--- src/rtl/mips_hazard_ctrl_pkg.sv ---
// -----------------------------------------------------------------------------
// mips_hazard_ctrl_pkg
//   Shared definitions for the 5-stage MIPS hazard controller:
//   - REG_AW  : GPR address width
//   - PCSRC_* : pc_src_sel encodings produced by the instruction decoder
//   - FWD_*   : EX-stage operand forwarding selects
// -----------------------------------------------------------------------------
package mips_hazard_ctrl_pkg;

  localparam int unsigned REG_AW  = 5;
  localparam int unsigned PCSRC_W = 3;

  // pc_src_sel encodings (shared with the decoder)
  localparam logic [PCSRC_W-1:0] PCSRC_PLUS4 = 3'd0;
  localparam logic [PCSRC_W-1:0] PCSRC_BT    = 3'd1;
  localparam logic [PCSRC_W-1:0] PCSRC_JT    = 3'd2;
  localparam logic [PCSRC_W-1:0] PCSRC_JR    = 3'd3;

  // EX operand source selects
  localparam logic [1:0] FWD_RF    = 2'b00;
  localparam logic [1:0] FWD_EXMEM = 2'b01;
  localparam logic [1:0] FWD_MEMWB = 2'b10;

endpackage : mips_hazard_ctrl_pkg

--- src/rtl/mips_hazard_ctrl_fwd_unit.sv ---
// -----------------------------------------------------------------------------
// hazard_fwd_unit
//   Forwarding comparator for one EX-stage source operand. Picks the youngest
//   in-flight producer of the operand's register; $0 never forwards.
//
// Ports:
//   ex_use_i  : the EX instruction reads this operand
//   ex_src_i  : source register index of the operand
//   mem_wr_i  : EX/MEM instruction writes a GPR
//   mem_reg_i : EX/MEM destination register
//   wb_wr_i   : MEM/WB instruction writes a GPR
//   wb_reg_i  : MEM/WB destination register
//   fwd_sel_o : FWD_RF / FWD_EXMEM / FWD_MEMWB
// -----------------------------------------------------------------------------
module hazard_fwd_unit #(
  parameter int unsigned REG_AW = 5
) (
  input  logic              ex_use_i,
  input  logic [REG_AW-1:0] ex_src_i,
  input  logic              mem_wr_i,
  input  logic [REG_AW-1:0] mem_reg_i,
  input  logic              wb_wr_i,
  input  logic [REG_AW-1:0] wb_reg_i,
  output logic [1:0]        fwd_sel_o
);

  import mips_hazard_ctrl_pkg::*;

  logic hit_mem;
  logic hit_wb;

  assign hit_mem = ex_use_i & mem_wr_i & (mem_reg_i != '0) & (mem_reg_i == ex_src_i);
  assign hit_wb  = ex_use_i & wb_wr_i  & (wb_reg_i  != '0) & (wb_reg_i  == ex_src_i);

  // EX/MEM holds the younger value, so it wins over MEM/WB.
  always_comb begin
    // NOTE: every always_comb output gets a default first so no path leaves it unassigned (which would infer a latch).
    fwd_sel_o = FWD_RF;
    if (hit_mem)     fwd_sel_o = FWD_EXMEM;
    else if (hit_wb) fwd_sel_o = FWD_MEMWB;
  end

endmodule : hazard_fwd_unit

--- src/rtl/mips_hazard_ctrl.sv ---
// -----------------------------------------------------------------------------
// mips_hazard_ctrl
//   Hazard controller for the 5-stage MIPS core. Tracks destination-register
//   info of the EX/MEM/WB stages in a shadow pipeline, resolves stalls and
//   flushes by fixed priority, and drives the EX operand forwarding selects.
//
// Ports:
//   clk, rst_n              : clock, asynchronous active-low reset
//   id_valid                : ID holds a real instruction
//   id_rs/id_rt             : ID source registers, id_use_rs/id_use_rt qualify them
//   id_wr_en/id_wr_reg      : ID writes a GPR / its destination
//   id_dm_r                 : ID instruction is a load
//   id_pc_src               : decoded pc_src_sel of the ID instruction
//   ex_redirect             : EX resolved a taken branch or JR/JALR
//   mem_stall               : data memory not ready, freeze everything
//   pc_en, ifid_en          : PC and IF/ID enables
//   ifid_flush, idex_flush  : bubble insertion into IF/ID and ID/EX
//   fwd_a_sel, fwd_b_sel    : EX operand sources (00 RF, 01 EX/MEM, 10 MEM/WB)
//
// Optional build macro HAZARD_PERF_CNT_EN adds stall_cnt / flush_cnt
// (32-bit wrapping event counters).
// -----------------------------------------------------------------------------
module mips_hazard_ctrl #(
  parameter int unsigned REG_AW  = 5,
  parameter int unsigned PCSRC_W = 3
) (
  input  logic               clk,
  input  logic               rst_n,
  input  logic               id_valid,
  input  logic [REG_AW-1:0]  id_rs,
  input  logic [REG_AW-1:0]  id_rt,
  input  logic               id_use_rs,
  input  logic               id_use_rt,
  input  logic               id_wr_en,
  input  logic [REG_AW-1:0]  id_wr_reg,
  input  logic               id_dm_r,
  input  logic [PCSRC_W-1:0] id_pc_src,
  input  logic               ex_redirect,
  input  logic               mem_stall,
  output logic               pc_en,
  output logic               ifid_en,
  output logic               ifid_flush,
  output logic               idex_flush,
  output logic [1:0]         fwd_a_sel,
  output logic [1:0]         fwd_b_sel
`ifdef HAZARD_PERF_CNT_EN
  ,
  output logic [31:0]        stall_cnt,
  output logic [31:0]        flush_cnt
`endif
);

  import mips_hazard_ctrl_pkg::*;

  // ---------------------------------------------------------------------------
  // Shadow pipeline
  // ---------------------------------------------------------------------------
  logic              ex_v_q, ex_wr_q, ex_ld_q, ex_use_rs_q, ex_use_rt_q;
  logic [REG_AW-1:0] ex_reg_q, ex_rs_q, ex_rt_q;
  logic              mem_wr_q, wb_wr_q;
  logic [REG_AW-1:0] mem_reg_q, wb_reg_q;

  logic load_use;
  logic id_jump;
  logic ex_bubble;

  assign load_use = id_valid & ex_v_q & ex_ld_q & ex_wr_q & (ex_reg_q != '0)
                  & ((id_use_rs & (id_rs == ex_reg_q)) | (id_use_rt & (id_rt == ex_reg_q)));
  assign id_jump  = id_valid & (id_pc_src == PCSRC_JT);

  // ---------------------------------------------------------------------------
  // Priority logic: mem_stall > ex_redirect > load_use > id_jump > run.
  // Reset forces the "everything flushed, nothing fetched" state.
  // ---------------------------------------------------------------------------
  always_comb begin
    pc_en      = 1'b1;
    ifid_en    = 1'b1;
    ifid_flush = 1'b0;
    idex_flush = 1'b0;
    if (!rst_n) begin
      pc_en      = 1'b0;
      ifid_en    = 1'b0;
      ifid_flush = 1'b1;
      idex_flush = 1'b1;
    end else if (mem_stall) begin
      pc_en      = 1'b0;
      ifid_en    = 1'b0;
    end else if (ex_redirect) begin
      // A simultaneous load_use is moot: its consumer is being squashed.
      ifid_flush = 1'b1;
      idex_flush = 1'b1;
    end else if (load_use) begin
      pc_en      = 1'b0;
      ifid_en    = 1'b0;
      idex_flush = 1'b1;
    end else if (id_jump) begin
      ifid_flush = 1'b1;
    end
  end

  assign ex_bubble = idex_flush | ~id_valid;

  // NOTE: sequential state uses non-blocking assignments so every stage samples the pre-edge value of its predecessor.
  always_ff @(posedge clk or negedge rst_n) begin
    if (!rst_n) begin
      ex_v_q      <= 1'b0;
      ex_wr_q     <= 1'b0;
      ex_ld_q     <= 1'b0;
      ex_use_rs_q <= 1'b0;
      ex_use_rt_q <= 1'b0;
      ex_reg_q    <= '0;
      ex_rs_q     <= '0;
      ex_rt_q     <= '0;
      mem_wr_q    <= 1'b0;
      mem_reg_q   <= '0;
      wb_wr_q     <= 1'b0;
      wb_reg_q    <= '0;
    end else if (!mem_stall) begin
      wb_wr_q   <= mem_wr_q;
      wb_reg_q  <= mem_reg_q;
      mem_wr_q  <= ex_wr_q;
      mem_reg_q <= ex_reg_q;
      if (ex_bubble) begin
        ex_v_q      <= 1'b0;
        ex_wr_q     <= 1'b0;
        ex_ld_q     <= 1'b0;
        ex_use_rs_q <= 1'b0;
        ex_use_rt_q <= 1'b0;
        ex_reg_q    <= '0;
        ex_rs_q     <= '0;
        ex_rt_q     <= '0;
      end else begin
        ex_v_q      <= 1'b1;
        ex_wr_q     <= id_wr_en;
        ex_ld_q     <= id_dm_r;
        ex_use_rs_q <= id_use_rs;
        ex_use_rt_q <= id_use_rt;
        ex_reg_q    <= id_wr_reg;
        ex_rs_q     <= id_rs;
        ex_rt_q     <= id_rt;
      end
    end
  end

  // ---------------------------------------------------------------------------
  // Forwarding
  // ---------------------------------------------------------------------------
  hazard_fwd_unit #(.REG_AW(REG_AW)) u_fwd_a (
    .ex_use_i  (ex_use_rs_q),
    .ex_src_i  (ex_rs_q),
    .mem_wr_i  (mem_wr_q),
    .mem_reg_i (mem_reg_q),
    .wb_wr_i   (wb_wr_q),
    .wb_reg_i  (wb_reg_q),
    .fwd_sel_o (fwd_a_sel)
  );

  hazard_fwd_unit #(.REG_AW(REG_AW)) u_fwd_b (
    .ex_use_i  (ex_use_rt_q),
    .ex_src_i  (ex_rt_q),
    .mem_wr_i  (mem_wr_q),
    .mem_reg_i (mem_reg_q),
    .wb_wr_i   (wb_wr_q),
    .wb_reg_i  (wb_reg_q),
    .fwd_sel_o (fwd_b_sel)
  );

`ifdef HAZARD_PERF_CNT_EN
  // ---------------------------------------------------------------------------
  // Performance counters
  // ---------------------------------------------------------------------------
  logic stall_evt;
  logic flush_evt;

  // ifid_flush outside mem_stall is exactly "redirect or jump took effect".
  assign stall_evt = load_use & ~mem_stall & ~ex_redirect;
  assign flush_evt = ifid_flush & ~mem_stall;

  always_ff @(posedge clk or negedge rst_n) begin
    if (!rst_n) begin
      stall_cnt <= '0;
      flush_cnt <= '0;
    end else begin
      if (stall_evt) stall_cnt <= stall_cnt + 32'd1;
      if (flush_evt) flush_cnt <= flush_cnt + 32'd1;
    end
  end
`endif

endmodule : mips_hazard_ctrl

--- config.mk ---
export PLATFORM = sky130hd
export DESIGN_NAME = mips_hazard_ctrl
export DESIGN_NICKNAME = d
export VERILOG_FILES = /design/src/rtl/mips_hazard_ctrl_pkg.sv /design/src/rtl/mips_hazard_ctrl_fwd_unit.sv /design/src/rtl/mips_hazard_ctrl.sv
export SDC_FILE = /design/constraint.sdc
export NUM_CORES = 1
export LEC_CHECK = 0
export BUFFER_PORTS_ARGS = -buffer_cell sky130_fd_sc_hd__buf_2
export CELL_PAD_IN_SITES_DETAIL_PLACEMENT = 1
export CELL_PAD_IN_SITES_GLOBAL_PLACEMENT = 2
export CORE_ASPECT_RATIO = 1.25
export CORE_UTILIZATION = 35
export DETAILED_ROUTE_END_ITERATION = 16
export PLACE_DENSITY_LB_ADDON = 0.3
export SYNTH_ARGS = -nofsm -noshare
export SYNTH_HDL_FRONTEND = slang
export SYNTH_SLANG_ARGS = --single-unit
--- constraint.sdc ---
create_clock -name clk -period 3.95 [get_ports clk]
set_input_delay 0.1975 -clock clk [delete_from_list [all_inputs] [get_ports clk]]
set_output_delay 0.1975 -clock clk [all_outputs]
set_load 0.01 [all_outputs]
==> flow_summary_export.csv, run 1 <==
group,metric,value,unit
outcome,status,"complete, no violations",
clocking,clkSlewWorstSetupHoldPaths,0.07,ns
cells_and_area,drive_gt1_frac,0.253,
logic_synthesis,yosysWarningCount,0,
worst_hold_path,hold_class,"in -> reg",
drt,first_pass_iters,4,
critical_path,crit_family,"compound AO/OA/AOI/OAI gates",
power_and_ir_drop,powerDensity,365,nW/um2
cells_and_area,utilization,0.423,
power_and_ir_drop,p_total,0.000845,W
placement,gp_congestion,0.758,
power_and_ir_drop,vdd_ir_drop_max,0.000145,V
critical_path,crit_type,"reg -> out",
placement,dpl_cell_area,2200,um2
critical_path,arrival,2.38,ns
global_route,grtUsageMet1,0.252,
drt,routed_wirelength,5350,um
logic_synthesis,yosysSeqAreaShare,0.399,
global_route,grt.busiest_layer,"met2",
worst_hold_path,worstHoldStart,"id_wr_en",
clocking,clockBufferDepth,2,
drt,first_iter_violations,44,
drt,drcViolationCount,0,
floorplan,initial_core_util,0.367,
sta,period_minus_slack,2.57,ns
critical_path,end_kind,"output pin",
floorplan,ios,35,
job,max_cap_violations,0,
floorplan,num_rows,30,
cells_and_area,diodes,0,
placement,io_buffers,34,
logic_synthesis,synthDistinctLibCells,35,
cells_and_area,nFillCells,642,
critical_path,worstPathRequired,3.75,ns
global_route,antenna_found_initial,0,
floorplan,die_h,86.7,um
critical_path,slowest_stage,"or4_4",
sta,max_freq,0.389,GHz
clocking,clk_latency,0.28,ns
cells_and_area,final_common_cell,"buf_2",
clocking,cts_resized,0,
cells_and_area,fin_nets,263,
logic_synthesis,synth.avg_cell_area,9.80,um2
sta,maxSlewViolCount,0,
sta,finalCritPeriodShare,0.651,
cells_and_area,syn_to_final_growth,15.3,%
critical_path,r2r_cells,4,
critical_path,worstReg2RegEnd,"ex_rs_q[0]",
logic_synthesis,synth.cell_area,2010,um2
global_route,grt_max_degree,37,
sta,finalHoldViolations,0,
global_route,use_met3,0.0349,
global_route,grt_usage,0.193,
sta,skew,0.00550,ns
critical_path,reg2reg_slack,2.04,ns
clocking,numCtsBuffers,5,
cells_and_area,final_cell_mix,"buf_2, dfrtp_1, xnor2_1, inv_1, a22oi_1",
drt,ant_nets,0,
sta,rsz0062_at_grt,"false",
global_route,use_met2,0.324,
global_route,grt_pass1_wl,8910,um
cells_and_area,final-seq-area,801,um2
logic_synthesis,synth_nets,232,
drt,avgRoutedWirePerCell,17.8,um
placement,dpl.hpwl,3880,um
clocking,clock-sinks,32,
worst_hold_path,holdPathEnd,"ex_wr_q",
clocking,cts_tree,"done",
critical_path,path_buf_inv,1,
critical_path,critical_path.max_stage_delay,0.57,ns
critical_path,timing.critical_path.fanout_max,23,
logic_synthesis,ys_seq_elements,32,
global_route,grt_remaining_overflow,0,
drt,vias,1596,
drt,via_per_inst,5.30,
sta,tightestPinTransition,0.662,ns
worst_hold_path,holdPathStages,4,
floorplan,core,5480,um2
clocking,htreeDepth,2,
clocking,root_buffer,"clkbuf_8",
sta,relSlewSlack,0.557,
floorplan,die_area,6050,um2
power_and_ir_drop,p_leak,0.982,nW
cells_and_area,fin_area,2320,um2
clocking,post_cts_buffers,0,
critical_path,start_kind,"flip-flop",
sta,setup_viol,0,
floorplan,die_x,69.8,um
cells_and_area,multiInputGateArea,1040,um2
critical_path,r2r-start,"ex_reg_q[1]",
sta,fin_setup_tns,0,ns
logic_synthesis,synth_cells,205,
critical_path,worstPathCellList,"or4_4 > o21ai_4 > nor2_1 > a221oi_2 > buf_2",
global_route,grt_pass1_vias,1660,
==> state kept, by name (all words and copies together) (netlist names) <==
signal / flops
wb_reg_q: 5
ex_rt_q: 5
mem_wr_q: 1
ex_wr_q: 1
ex_v_q: 1
ex_ld_q: 1
ex_use_rt_q: 1
ex_reg_q: 5
ex_rs_q: 5
wb_wr_q: 1
ex_use_rs_q: 1
mem_reg_q: 5
==> cell type report <==
cell class,count,share of cell area
Multi-Input combinational cell,138,0.450
Sequential cell,32,0.346
Timing Repair Buffer,39,0.0908
Tap cell,64,0.0346
Inverter,20,0.0324
Clock buffer,6,0.0313
Clock inverter,2,0.0151
==> worst max-delay path by stage <==
stage                 from    endpoint  slack [ns]  cells after the start
6_report       ex_reg_q[1]  ifid_flush        1.38                      5
3_3_place_gp   ex_reg_q[1]  ifid_flush        1.67                      5
2_1_floorplan  ex_reg_q[1]       pc_en        2.08                      6
5_1_grt        ex_reg_q[1]  ifid_flush        1.23                      5
3_5_place_dp   ex_reg_q[1]  ifid_flush        1.66                      5
4_1_cts        ex_reg_q[1]  ifid_flush        1.34                      5
==> metal layers <==
layer / part of all wire / vias to the layer above
li1: - / 782
met1: 0.44 / 774
met2: 0.52 / 32
met3: 0.031 / 8
met4: 0.016 / 0
met5: 0 / -
==> synth_stat cells <==
cell,count,share of area
mux2_1,5,0.028
nor3_1,4,0.010
nand2_1,5,0.0093
a21o_1,1,0.0037
nand4_1,4,0.012
nand2b_1,1,0.0031
o31ai_1,1,0.0037
nand3_1,2,0.0050
and4_1,1,0.0044
xnor2_1,22,0.096
a21oi_2,1,0.0044
nor3b_1,19,0.071
nor2_2,1,0.0031
inv_1,20,0.037
buf_4,4,0.015
o22ai_2,1,0.0062
o21ai_0,7,0.017
nor2_1,4,0.0075
nand3b_1,1,0.0037
or4_1,2,0.0075
clkbuf_1,4,0.0075
or4_4,1,0.0056
nor4_1,2,0.0062
o21ai_4,1,0.0081
buf_6,2,0.011
dfrtp_1,32,0.40
xor2_1,8,0.035
a221oi_2,1,0.0075
a22oi_1,20,0.075
o21ai_1,13,0.032
o21ai_2,2,0.0087
buf_2,4,0.010
buf_1,1,0.0019
nor4bb_1,1,0.0050
mux2_2,7,0.039
==> power breakdown <==
group	switching, W	internal (W)
registers	0.0000367	0.000353
clock network	0.000124	0.000187
logic	0.0000698	0.0000745
total	0.000230	0.000614
==> logic make-up after synthesis <==
group	after synthesis	share of synthesized area
AOI/OAI and AO/OA	48	0.167
xor gates and xnor gates	30	0.131
buffers and inverters	35	0.0828
DFF	32	0.399
muxes	12	0.0672
and+or+nand+nor	48	0.154
==> stage by stage <==
stage                     setup slack [ns]  hold WS [ns]  cells
final                                 1.38         0.274    301
after global routing                  1.23         0.316    301
after CTS                             1.34         0.267    301
after detailed placement              1.66         0.312    292
after global placement                1.67         0.305    292
after floorplan                       2.08       -0.0981    205
==> worst reg2reg max path: cells and delay by family (launching register included) <==
kind            cells  cell delay [ns]
simple gates        1             0.57
compound gates      3             0.81
flops               1             0.44
==> repair_timing <==
item,4_1_cts,5_1_grt
endpoints found under the hold margin,4,0
setup endpoints to repair,0,0
hold buffers,1,0
Power figures use the tool's default switching activity.
==> run 2, diff against run 1 <==
ABC_AREA = 1   (was not set)
CORE_UTILIZATION = 27   (was 35)
clock period = 2.1 ns   (was 3.95 ns; I/O delays follow)
==> run 2 against run 1 <==
Against the previous run:
- clock power grew 91%
- first-iteration DRC count rose by 73%
- routed wire length rose by 7.1%
- register-to-register slack got worse by 1.5 ns
- die area is 22% higher
- worst setup slack got worse by 1.1 ns
- sequential power rose by 78%
- hold slack worse by 0.22 ns
- clock skew about the same
==> flow_summary_export.csv, run 2 <==
group,metric,value,unit
global_route,grt_usage,0.171,
clocking,root_buffer,"clkbuf_8",
logic_synthesis,synth.most_common_cell,"nand2_1",
outcome,status,"complete, no violations",
cells_and_area,fin_cells,390,
power_and_ir_drop,powerDensity,672,nW/um2
logic_synthesis,synth_top_area_frac,0.420,
global_route,grt.busiest_layer,"met2",
critical_path,end_kind,"output pin",
drt,via_per_inst,4.86,
cells_and_area,final_cell_mix,"nand2_1, buf_2, dfrtp_1, inv_1",
sta,fin_hold_ws,0.0588,ns
floorplan,die_x,77.2,um
clocking,clockBufferDepth,2,
logic_synthesis,synth_nets,296,
sta,fin_ws,0.268,ns
logic_synthesis,synth_cells,269,
sta,relSlewSlack,0.562,
placement,placed_cells,381,
global_route,grt_pass1_wl,9650,um
cells_and_area,final_common_cell,"nand2_1",
logic_synthesis,yosysSeqAreaShare,0.420,
global_route,antenna_found_initial,0,
logic_synthesis,ys_seq_elements,32,
clocking,cts_resized,0,
logic_synthesis,synth.avg_cell_area,7.09,um2
drt,ant_nets,0,
clocking,clkSlewWorstSetupHoldPaths,0.07,ns
drt,drcViolationCount,0,
global_route,use_met2,0.314,
clocking,clk_latency,0.29,ns
floorplan,num_rows,33,
drt,avgRoutedWirePerCell,14.7,um
global_route,grt_pass1_vias,1929,
floorplan,ios,35,
sta,finalCritPeriodShare,0.872,
power_and_ir_drop,p_leak,1.20,nW
global_route,grt_max_degree,33,
placement,gp_congestion,0.821,
logic_synthesis,synthDistinctLibCells,28,
placement,dpl.hpwl,4490,um
cells_and_area,fin_nets,329,
drt,vias,1894,
sta,maxSlewViolCount,0,
sta,rsz0062_at_grt,"false",
cells_and_area,drive_gt1_frac,0.195,
logic_synthesis,synth_ff_type,"dfrtp_1",
job,max_cap_violations,0,
clocking,numCtsBuffers,5,
logic_synthesis,yosys-top-cells-count,"nand2_1, dfrtp_1, inv_1",
clocking,cts_tree,"done",
logic_synthesis,yosysWarningCount,0,
floorplan,die_h,96.0,um
logic_synthesis,synth.cell_area,1910,um2
cells_and_area,utilization,0.337,
cells_and_area,syn_to_final_growth,18.3,%
critical_path,worstPathRequired,2.00,ns
critical_path,arrival,1.73,ns
floorplan,core,6690,um2
global_route,use_met3,0.0275,
logic_synthesis,synthTopCellsByArea,"dfrtp_1, nand2_1, nand4_1",
drt,routed_wirelength,5740,um
drt,first_iter_violations,76,
logic_synthesis,yosysTopAreaCell,"dfrtp_1",
global_route,grtUsageMet1,0.201,
sta,finalHoldViolations,0,
drt,first_pass_iters,4,
floorplan,die_area,7400,um2
sta,max_freq,0.546,GHz
floorplan,initial_core_util,0.285,
clocking,htreeDepth,2,
clocking,clock-sinks,32,
critical_path,timing.critical_path.fanout_max,21,
worst_hold_path,hold_class,"in -> reg",
sta,setup_viol,0,
cells_and_area,diodes,0,
sta,fin_setup_tns,0,ns
placement,post-place-ws,0.505,ns
critical_path,start_kind,"flip-flop",
power_and_ir_drop,vdd_ir_drop_max,0.000313,V
sta,skew,0.00554,ns
logic_synthesis,synth-edff-count,0,
sta,period_minus_slack,1.83,ns
sta,tightestPinTransition,0.654,ns
global_route,grt_remaining_overflow,0,
critical_path,crit_type,"reg -> out",
logic_synthesis,async_reset_ff_frac,1.00,
placement,io_buffers,34,
-- run 2: cell types whose count changed in the layout (fill, tap and decap cells not counted), moves of 5 or more --
cell     before  now
xor2_1        8    2
inv_1        20   25
xnor2_1      22    0
a22oi_1      20    0
o21ai_0       7   12
nand3_1       2    9
nor2_1        4   20
o21ai_1      13    4
mux2_2        7    0
nand2_1       5  101
nand4_1       4   20
nor3b_1      19    0
inv_2         0    8
mux2_1        5    0
-- run 2: logic make-up after synthesis --
family / Yosys count / synth area share
flops: 32 / 0.420
buf+inv: 47 / 0.110
compound gates: 32 / 0.104
xor+xnor: 2 / 0.00919
simple gates: 156 / 0.357
-- run 2: per-stage QoR --
stage | area [um2] | power [W]
final | 2260 | 0.00152
after global routing | 2260 | 0.00160
after CTS | 2260 | 0.00154
after detailed placement | 2140 | 0.000940
after global placement | 2140 | 0.000935
after floorplan | 1910 | 0.000835
-- run 2: final timing paths --
kind | start | depth (start not counted) | slack [ns] | endpoint
worst max-delay path | ex_reg_q[4] | 9 | 0.27 | idex_flush
worst min-delay path | id_wr_reg[1] | 3 | 0.06 | ex_reg_q[1]
worst max register to register | ex_reg_q[4] | 9 | 0.53 | ex_rs_q[3]
worst min register to register | ex_wr_q | 2 | 0.48 | ex_wr_q
max in group asynchronous | rst_n | 3 | 1.40 | ex_use_rt_q
min in group asynchronous | rst_n | 3 | 0.40 | ex_rt_q[4]
-- run 2: critical path, stage by stage, from the launching register on --
cell and delay [ns]:
dfrtp_1 0.42, inv_2 0.07, nand2_1 0.06, nand2_1 0.05, nor2_1 0.14, nand3_1 0.12
nand2_2 0.11, nand3_4 0.23, nand2_1 0.12, buf_2 0.13
-- run 2: power breakdown --
group	internal (W)	leakage [nW]	switching (W)
logic	0.0000859	0.708	0.000146
clock network	0.000352	0.0552	0.000241
registers	0.000651	0.435	0.0000406
-- run 2: what timing repair did --
item                                   4_1_cts  5_1_grt
hold buffers                                 1        0
setup buffers                                0        0
endpoints found under the hold margin       32        0
-- run 2: metal layers --
metal	wire length, um	share of wire
met4	95	0.017
met1	2580	0.45
met2	2920	0.51
met3	142	0.025
met5	0	0
-- run 2: final cells by class --
cell class                      count  area [um2]
Fill cell                         894        4430
Sequential cell                    32         801
Multi-Input combinational cell    190         897
Timing Repair Buffer               40         218
Clock inverter                      2        35.0
Clock buffer                        6        72.6
Inverter                           33         124
Tap cell                           87         109
==> run 3, diff against run 2 <==
MAX_ROUTING_LAYER = met4   (was not set)
==> run 3 against run 2 <==
Against the previous run:
- fmax is essentially flat
- combinational power about the same
- sequential power is essentially flat
- clock power about the same
- critical endpoint unchanged
- largest power group unchanged
- highest routed layer unchanged
==> flow_summary_export.csv, run 3 (synthesized netlist as in run 2, its figures left out) <==
group,metric,value,unit
outcome,status,"complete, no violations",
sta,skew,0.00489,ns
sta,fin_ws,0.267,ns
cells_and_area,final_common_cell,"nand2_1",
critical_path,reg2reg_slack,0.53,ns
drt,vias,1890,
sta,fin_setup_tns,0,ns
critical_path,worstPathCellList,"inv_2 > nand2_1 > nand2_1 > nor2_1 > nand3_1 > nand2_2 > nand3_4 > nand2_1 > buf_2",
critical_path,arrival,1.73,ns
sta,finalCritPeriodShare,0.873,
drt,first_iter_violations,62,
clocking,root_buffer,"clkbuf_8",
power_and_ir_drop,p_leak,1.20,nW
drt,drcViolationCount,0,
critical_path,crit_family,"simple AND/OR/NAND/NOR gates",
global_route,grt_max_degree,33,
cells_and_area,fin_nets,329,
floorplan,ios,35,
sta,finalHoldViolations,0,
critical_path,worstReg2RegEnd,"ex_rs_q[3]",
critical_path,slowest_stage,"dfrtp_1",
drt,first_pass_iters,4,
placement,dpl.hpwl,4490,um
clocking,cts_tree,"done",
global_route,grt_pass1_vias,1932,
job,max_cap_violations,0,
sta,fin_hold_ws,0.0601,ns
floorplan,die_x,77.2,um
worst_hold_path,holdPathEnd,"ex_reg_q[1]",
clocking,clk_latency,0.29,ns
critical_path,timing.critical_path.fanout_max,21,
cells_and_area,final_cell_mix,"nand2_1, buf_2, dfrtp_1, inv_1",
power_and_ir_drop,powerDensity,672,nW/um2
critical_path,r2r_cells,9,
floorplan,die_area,7400,um2
critical_path,cpMostUsedCell,"nand2_1",
critical_path,worstPathRequired,2.00,ns
clocking,clkSlewWorstSetupHoldPaths,0.07,ns
sta,rsz0062_at_grt,"false",
drt,via_per_inst,4.85,
placement,gp_congestion,0.834,
worst_hold_path,hold_class,"in -> reg",
floorplan,initial_core_util,0.285,
critical_path,end_kind,"output pin",
cells_and_area,drive_gt1_frac,0.195,
sta,period_minus_slack,1.83,ns
clocking,numCtsBuffers,5,
power_and_ir_drop,p_total,0.00152,W
global_route,grt_usage,0.175,
power_and_ir_drop,vdd_ir_drop_max,0.000311,V
critical_path,start_kind,"flip-flop",
drt,ant_nets,0,
sta,max_freq,0.545,GHz
worst_hold_path,worstHoldStart,"id_wr_reg[1]",
clocking,htreeDepth,2,
global_route,antenna_found_initial,0,
critical_path,crit_type,"reg -> out",
critical_path,r2r-start,"ex_reg_q[4]",
clocking,post_cts_buffers,0,
sta,maxSlewViolCount,0,
critical_path,path_buf_inv,2,
floorplan,core,6690,um2
worst_hold_path,holdPathStages,3,
sta,relSlewSlack,0.559,
cells_and_area,syn_to_final_growth,18.3,%
drt,routed_wirelength,5720,um
placement,post-place-ws,0.505,ns
global_route,grt_pass1_wl,9600,um
sta,tightestPinTransition,0.659,ns
cells_and_area,diodes,0,
drt,avgRoutedWirePerCell,14.7,um
placement,io_buffers,34,
floorplan,die_h,96.0,um
cells_and_area,utilization,0.337,
clocking,clockBufferDepth,2,
floorplan,num_rows,33,
sta,setup_viol,0,
critical_path,critical_path.max_stage_delay,0.43,ns
global_route,grt_remaining_overflow,0,
clocking,clock-sinks,32,
## run 3: cell counts in the layout (fill, tap and decap cells not counted)
Identical to the previous run, type by type.
## run 3: layout make-up
type                    count  area (um2)
well taps                  87         109
fillers                   894        4430
clock buffers               6        72.6
inverters                  33         124
clock inverters             2        35.0
repair buffers             40         218
multi-input cells         190         897
flip-flops and latches     32         801
## run 3: tightest hold or removal path: stages
cell	delay [ns]
buf_2	0.08
nand4_1	0.07
nand2_1	0.06
## run 3: worst max path at each step
stage	from	end	slack [ns]	cells past startpoint
CTS	ex_reg_q[4]	idex_flush	0.21	9
floorplan	ex_reg_q[4]	pc_en	0.83	10
global placement	ex_reg_q[4]	ex_rt_q[2]	0.52	9
detailed placement	ex_reg_q[4]	ex_rt_q[2]	0.51	9
global route	ex_reg_q[4]	idex_flush	0.11	9
finish	ex_reg_q[4]	idex_flush	0.27	9
## run 3: stage by stage
stage	std cells	instance area, um2
floorplan	269	1910
global placement	381	2140
detailed placement	381	2140
CTS	390	2260
global route	390	2260
finish	390	2260
## run 3: routing by layer
layer / track usage / vias up / routed length (um) / part of all wire
met5: - / - / 0 / 0
met4: 0.0582 / 0 / 94 / 0.016
met3: 0.0265 / 10 / 139 / 0.024
met2: 0.315 / 35 / 2920 / 0.51
met1: 0.199 / 908 / 2560 / 0.45
li1: - / 937 / - / -
## run 3: timing repair
| action | 4_1_cts | 5_1_grt |
|---|---|---|
| gates resized for setup | 0 | 0 |
| hold buffers | 1 | 0 |
| hold endpoints to repair | 32 | 0 |
## run 3: where the power goes
group	total (W)	leakage, nW	switching, W	internal [W]
clock	0.000592	0.0552	0.000240	0.000352
combinational	0.000232	0.708	0.000146	0.0000859
sequential	0.000691	0.435	0.0000404	0.000651
